`src/rtl/mem_ctrl_pkg.sv`:
```
// Shared widths, encodings and state definitions for the byte-serial
// memory controller.
package mem_ctrl_pkg;

    localparam int ADDR_BUS = 32;
    localparam int DATA_BUS = 32;
    localparam int BYTE_W   = 8;

    localparam logic ENABLE  = 1'b1;
    localparam logic DISABLE = 1'b0;
    localparam logic TRUE    = 1'b1;
    localparam logic FALSE   = 1'b0;

    localparam logic [2:0] LEN_B = 3'b001;
    localparam logic [2:0] LEN_H = 3'b010;
    localparam logic [2:0] LEN_W = 3'b100;

    localparam logic OP_LOAD  = 1'b0;
    localparam logic OP_STORE = 1'b1;

    localparam int IO_SEL_HI_DEF = 17;
    localparam int IO_SEL_LO_DEF = 16;

    typedef enum logic [1:0] {
        ST_IDLE,
        ST_READ,
        ST_WRITE,
        ST_DONE
    } state_e;

    typedef enum logic {
        OWN_IF,
        OWN_LSB
    } owner_e;

    // Anything that is not a clean one-hot length moves a full word.
    function automatic logic [2:0] len_bytes(input logic [2:0] len);
        logic [2:0] n;
        case (len)
            LEN_B:   n = 3'd1;
            LEN_H:   n = 3'd2;
            LEN_W:   n = 3'd4;
            default: n = 3'd4;
        endcase
        return n;
    endfunction

endpackage

```
`src/rtl/mem_ctrl.sv`:
```
// Byte-serial arbiter between instruction fetch and the load/store buffer
// on the single byte-wide RAM/IO port.
module mem_ctrl
    import mem_ctrl_pkg::*;
#(
    parameter int IO_SEL_HI = IO_SEL_HI_DEF,
    parameter int IO_SEL_LO = IO_SEL_LO_DEF
) (
    input  logic                clk,
    input  logic                rst,
    input  logic                rdy,
    input  logic                clr,

    input  logic                IF_S,
    input  logic [ADDR_BUS-1:0] IF_pc,
    output logic                IF_success,
    output logic [DATA_BUS-1:0] IF_value,

    input  logic                LSB_S,
    input  logic                LSB_op,
    input  logic [ADDR_BUS-1:0] LSB_pc,
    input  logic [2:0]          LSB_len,
    input  logic [DATA_BUS-1:0] LSB_data,
    output logic                LSB_success,
    output logic [DATA_BUS-1:0] LSB_value,

    input  logic [BYTE_W-1:0]   mem_din,
    output logic [BYTE_W-1:0]   mem_dout,
    output logic [ADDR_BUS-1:0] mem_a,
    output logic                mem_wr,
    input  logic                io_buffer_full
);

    state_e                state_q, state_d;
    owner_e                owner_q, owner_d;
    logic [ADDR_BUS-1:0]   base_q, base_d;
    logic [2:0]            len_q, len_d;
    logic [2:0]            cnt_q, cnt_d;
    logic [DATA_BUS-1:0]   wdata_q, wdata_d;
    logic [DATA_BUS-1:0]   result_q, result_d;
    logic [1:0]            din_idx_q, din_idx_d;
    logic                  din_vld_q, din_vld_d;

    logic                  if_success_q, if_success_d;
    logic                  lsb_success_q, lsb_success_d;
    logic [DATA_BUS-1:0]   if_value_q, if_value_d;
    logic [DATA_BUS-1:0]   lsb_value_q, lsb_value_d;
    logic [ADDR_BUS-1:0]   mem_a_q, mem_a_d;
    logic [BYTE_W-1:0]     mem_dout_q, mem_dout_d;
    logic                  mem_wr_q, mem_wr_d;

    logic [2:0]            nxt_cnt;
    logic                  io_stall;
    logic [DATA_BUS-1:0]   result_cap;

    assign nxt_cnt  = cnt_q + 3'd1;
    assign io_stall = (&mem_a_q[IO_SEL_HI:IO_SEL_LO]) && io_buffer_full;

    // mem_din always answers last cycle's mem_a, even while rdy is low,
    // so capture runs every edge and is keyed by byte index, not by cycle.
    always_comb begin
        result_cap = result_q;
        if (din_vld_q) begin
            result_cap[{din_idx_q, 3'b000} +: BYTE_W] = mem_din;
        end
    end

    always_comb begin
        state_d       = state_q;
        owner_d       = owner_q;
        base_d        = base_q;
        len_d         = len_q;
        cnt_d         = cnt_q;
        wdata_d       = wdata_q;
        result_d      = result_cap;
        din_vld_d     = (state_q == ST_READ) ? TRUE : FALSE;
        din_idx_d     = mem_a_q[1:0] - base_q[1:0];
        if_success_d  = if_success_q;
        lsb_success_d = lsb_success_q;
        if_value_d    = if_value_q;
        lsb_value_d   = lsb_value_q;
        mem_a_d       = mem_a_q;
        mem_dout_d    = mem_dout_q;
        mem_wr_d      = mem_wr_q;

        if (rdy) begin
            if_success_d  = DISABLE;
            lsb_success_d = DISABLE;

            unique case (state_q)
                ST_IDLE: begin
                    if (!clr && (LSB_S || IF_S)) begin
                        cnt_d    = '0;
                        result_d = '0;
                        if (LSB_S) begin
                            owner_d    = OWN_LSB;
                            base_d     = LSB_pc;
                            len_d      = len_bytes(LSB_len);
                            wdata_d    = LSB_data;
                            mem_a_d    = LSB_pc;
                            mem_dout_d = LSB_data[BYTE_W-1:0];
                        end else begin
                            owner_d = OWN_IF;
                            base_d  = IF_pc;
                            len_d   = len_bytes(LEN_W);
                            mem_a_d = IF_pc;
                        end
                        if (LSB_S && LSB_op == OP_STORE) begin
                            state_d  = ST_WRITE;
                            mem_wr_d = ENABLE;
                        end else begin
                            state_d  = ST_READ;
                            mem_wr_d = DISABLE;
                        end
                    end
                end

                ST_READ: begin
                    if (clr) begin
                        state_d = ST_IDLE;
                        cnt_d   = '0;
                    end else if (cnt_q == len_q) begin
                        state_d = ST_DONE;
                        cnt_d   = '0;
                        if (owner_q == OWN_LSB) begin
                            lsb_success_d = ENABLE;
                            lsb_value_d   = result_cap;
                        end else begin
                            if_success_d = ENABLE;
                            if_value_d   = result_cap;
                        end
                    end else begin
                        cnt_d = nxt_cnt;
                        if (nxt_cnt < len_q) begin
                            mem_a_d = base_q + {29'd0, nxt_cnt};
                        end
                    end
                end

                // Committed stores finish even across a flush.
                ST_WRITE: begin
                    if (!io_stall) begin
                        if (nxt_cnt < len_q) begin
                            cnt_d      = nxt_cnt;
                            mem_a_d    = base_q + {29'd0, nxt_cnt};
                            mem_dout_d = wdata_q[{nxt_cnt[1:0], 3'b000} +: BYTE_W];
                        end else begin
                            state_d       = ST_DONE;
                            cnt_d         = '0;
                            mem_wr_d      = DISABLE;
                            lsb_success_d = ENABLE;
                        end
                    end
                end

                ST_DONE: begin
                    state_d = ST_IDLE;
                end

                default: begin
                    state_d = ST_IDLE;
                end
            endcase
        end
    end

    always_ff @(posedge clk) begin
        if (rst) begin
            state_q       <= ST_IDLE;
            owner_q       <= OWN_IF;
            base_q        <= '0;
            len_q         <= '0;
            cnt_q         <= '0;
            wdata_q       <= '0;
            result_q      <= '0;
            din_idx_q     <= '0;
            din_vld_q     <= FALSE;
            if_success_q  <= DISABLE;
            lsb_success_q <= DISABLE;
            if_value_q    <= '0;
            lsb_value_q   <= '0;
            mem_a_q       <= '0;
            mem_dout_q    <= '0;
            mem_wr_q      <= DISABLE;
        end else begin
            state_q       <= state_d;
            owner_q       <= owner_d;
            base_q        <= base_d;
            len_q         <= len_d;
            cnt_q         <= cnt_d;
            wdata_q       <= wdata_d;
            result_q      <= result_d;
            din_idx_q     <= din_idx_d;
            din_vld_q     <= din_vld_d;
            if_success_q  <= if_success_d;
            lsb_success_q <= lsb_success_d;
            if_value_q    <= if_value_d;
            lsb_value_q   <= lsb_value_d;
            mem_a_q       <= mem_a_d;
            mem_dout_q    <= mem_dout_d;
            mem_wr_q      <= mem_wr_d;
        end
    end

    // A frozen DONE keeps its pulse pending until rdy returns.
    assign IF_success  = if_success_q & rdy;
    assign LSB_success = lsb_success_q & rdy;
    assign IF_value    = if_value_q;
    assign LSB_value   = lsb_value_q;
    assign mem_a       = mem_a_q;
    assign mem_dout    = mem_dout_q;
    assign mem_wr      = mem_wr_q & rdy & ~io_stall;

endmodule
```
`config.mk`:
```
export PLATFORM = sky130hd
export DESIGN_NAME = mem_ctrl
export DESIGN_NICKNAME = d
export VERILOG_FILES = /design/src/rtl/mem_ctrl_pkg.sv /design/src/rtl/mem_ctrl.sv
export SDC_FILE = /design/constraint.sdc
export NUM_CORES = 1
export LEC_CHECK = 0
export CORE_MARGIN = 4
export CORE_UTILIZATION = 45
export DETAILED_ROUTE_END_ITERATION = 8
export GPL_TIMING_DRIVEN = 0
export MAX_ROUTING_LAYER = met4
export PLACE_DENSITY = 0.75
export SYNTH_ARGS = -nofsm -noshare
export SYNTH_HDL_FRONTEND = slang
export SYNTH_SLANG_ARGS = --single-unit
```
`constraint.sdc`:
```
create_clock -name clk -period 2.52 [get_ports clk]
set_input_delay 0.378 -clock clk [delete_from_list [all_inputs] [get_ports clk]]
set_output_delay 0.378 -clock clk [all_outputs]
set_load 0.005 [all_outputs]
```
==> out/metrics.cfg <==
[clock_network]
ctsHoldBuffers = 0
clkLatencyLatePin_ns = 0.51
cts_buffer_depth = 3
cts_sinks = 215
cts_tree = built
cts-htree-levels = 1
cts_buffers = 23
clk_pin_slew_ns = 0.06
cts-root-buf = clkbuf_16

[logic_synthesis]
synth_edf_count = 0
async_flop_share_pct = 0
avgSynthCellArea_um2 = 9.09
synth_area_leaders = dfxtp_1 45%, a211oi_1 7.8%, nor2_1 6.1%, mux2i_1 5.5%, nand2_1 4.7%
syn_inst = 1042
synth_ff_type = dfxtp_1
synth_area_leader_cell = dfxtp_1
yosysUniqueCellTypes = 59
ys_ff_latch = 215
synth_top_area_share_pct = 45.4
syn_nets = 1176
yosysWarnings = 0
synth_area_um2 = 9470
yosysSeqAreaShare_pct = 45.4

[status]
status = finished, violations left
violations = setup timing

[sta]
finalSetupViolations = 10
min_period_over_period_pct = 105
fmax_ghz = 0.378
fin_ws_ns = -0.126
rsz0062_at_grt = true
fin_skew_ns = 0.00709
post-route-min-period_ns = 2.65
max_slew_margin_pct = 34.8
hold_viol = 0
tightest_slew_ns = 0.978
drv_slew = 0

[pwr]
p_leak_nw = 4.67
switchingPower_mw = 2.21
ir_drop_v = 0.000408
pwr-share-clk_pct = 37.8
seq_power_share_pct = 44.7
pwr-share-comb_pct = 17.5
p_int_mw = 6.07
p_sw_share_pct = 26.7
total_power_mw = 8.28
powerDensity_nw_per_um2 = 628

[cells_and_area]
layout.cells.most_common_list = 220 x clkdlybuf4s50_1, 213 x dfxtp_1, 151 x nor2_1, 117 x nand2_1, 99 x a211oi_1
nFillCells = 1758
final-seq-area_um2 = 4310
drive_gt1_share_pct = 10.5
final_core_util_pct = 64.3
fin_nets = 1446
multi_input_area_um2 = 4980
area_growth_pct = 39.2
layout_commonest_cell = clkdlybuf4s50_1

[global_routing]
grt_pass1_vias = 8536
grt_max_degree = 14
antenna_found_initial = 1
overflow = 0
grt_pass1_wl_um = 46500
grt.total_usage_pct = 25.0

[routing]
viasPerCell = 5.60
drt_iter0_drc = 617
wl_per_cell_um = 18.8
vias = 8933
routed_wl_um = 30100
route.detailed.drc = 0
firstDrtPassIters = 5
drtAntennaViolNets = 0

[setup_path]
worst_setup_path_start_kind = flop
cpMaxStageDelayCell = dfxtp_4
cp_max_fo = 5
path_cells = ha_4 > buf_12 > inv_4 > fa_2 > nand2b_4 > a2111oi_4 > buf_4 > buf_6 > nand3_4 > xnor2_2 > o211ai_1 > a21oi_1
path_class = reg -> reg
slowest_delay_ns = 0.36
end_kind = flop
crit_arrival_ns = 3.01
required_ns = 2.88

[placed_design]
portBuffers = 220
gp_congestion = 0.934
hpwl_um = 22000

[min_path]
hold_path_class = in -> reg

[floorplanning]
die_area_um2 = 23400
row_count = 52
die_w_um = 153
start_util_pct = 46.2
io_pins = 222
die_y_um = 153
core_um2 = 20500

[job]
cap_violations = 0

## path summary, 6_finish.rpt
path | start | endpoint | slack (ns) | depth (start not counted)
hold reg to reg | mem_a[6] | mem_a[6] | 0.46 | 2
hold / removal | LSB_data[19] | wdata_q[19] | 0.42 | 3
setup reg to reg | cnt_q[0] | mem_a[26] | -0.13 | 12
setup / recovery | cnt_q[0] | mem_a[26] | -0.13 | 12
## layer usage
| layer | global-route usage [%] | share of wire (%) | vias up |
|---|---|---|---|
| met5 | - | 0 | - |
| met4 | 8.23 | 2.9 | 0 |
| met3 | 4.04 | 6.7 | 64 |
| met2 | 40.7 | 48 | 352 |
| met1 | 31.8 | 42 | 4268 |
| li1 | - | - | 4249 |
## logic make-up (layout without fill, tap and decap cells)
logic type	after synthesis	count (layout)	synth area share, %
muxes	69	69	8.47
AOI/OAI and AO/OA	255	255	19.1
adders and majority gates	19	19	2.59
DFF	215	215	45.4
other	0	1	0
xor gates and xnor gates	29	29	2.68
and+or+nand+nor	363	363	17.7
buffers and inverters	92	375	4.06
## registers in the layout (all words and copies together), names as in the netlist, 2 cells and up
name	flops
mem_a	32
state_q	2
IF_value	32
base_q	32
result_q	32
din_idx_q	2
len_q	3
LSB_value	32
wdata_q	32
cnt_q	3
mem_dout	8
## metrics by stage
step                      setup slack, ns  TNS, ns  instances  hold slack [ns]  cell area [um2]
after floorplan                    0.0392        0       1042            0.432             9500
after global placement             -0.419   -20.40       1532            0.440            12000
after detailed placement           -0.419   -21.75       1532            0.447            12000
after CTS                          -0.110   -0.493       1581            0.407            12900
after global routing               -0.180    -2.07       1596            0.418            13200
final                              -0.126   -0.567       1596            0.420            13200
## power groups by stage
stage | Clock (mW) | Sequential [mW] | Combinational (mW)
CTS | 3.18 | 3.69 | 1.36
detailed placement | 0 | 3.77 | 1.34
global placement | 0 | 3.76 | 1.32
global route | 3.33 | 3.72 | 1.56
finish | 3.13 | 3.70 | 1.45
floorplan | 0 | 3.74 | 0.713
## cells in the mapped netlist, types with 3 or more instances
library cell / count
o211ai_1: 6
a21o_1: 3
a31oi_1: 3
a22oi_1: 32
a211oi_1: 99
and3_1: 9
dfxtp_1: 215
xor2_1: 16
nor2_1: 153
a211o_1: 5
and2_1: 10
buf_2: 13
a22o_1: 4
nor2b_1: 6
inv_1: 18
clkbuf_1: 43
nor3b_1: 9
mux2i_1: 52
nand2_1: 119
o21ai_0: 10
ha_1: 18
a32o_1: 3
nand3_1: 18
buf_1: 12
nor3_1: 4
a31o_1: 6
xnor2_1: 13
o21ai_1: 5
mux4_2: 8
nand4_1: 9
mux2_2: 9
and4_1: 6
a2111oi_4: 3
a21oi_1: 68
nand2b_1: 5
## layout make-up
cell class	count	area share (%)
inverter	20	0.607
multi-input combinational	735	37.8
clock inverter	3	0.142
buffer	72	2.85
antenna	1	0.0190
clock buffer	35	5.09
tap	270	2.56
sequential	215	32.7
timing repair buffer	245	18.3
## repair_timing
action / in CTS / in global routing
gates resized for setup: 24 / 35
setup endpoints to repair: 33 / 59
cloned: 1 / 0
setup buffers: 10 / 14
pin swaps: 11 / 18
## critical path, delay by kind of cell (launching register included)
family                     cells  cell delay, ns
adders and majority gates      2            0.63
DFF                            1            0.36
xor gates and xnor gates       1            0.13
AOI/OAI and AO/OA              3            0.66
buffers and inverters          4            0.47
and+or+nand+nor                2            0.24
Note: power is estimated with default switching activity, not from simulation.
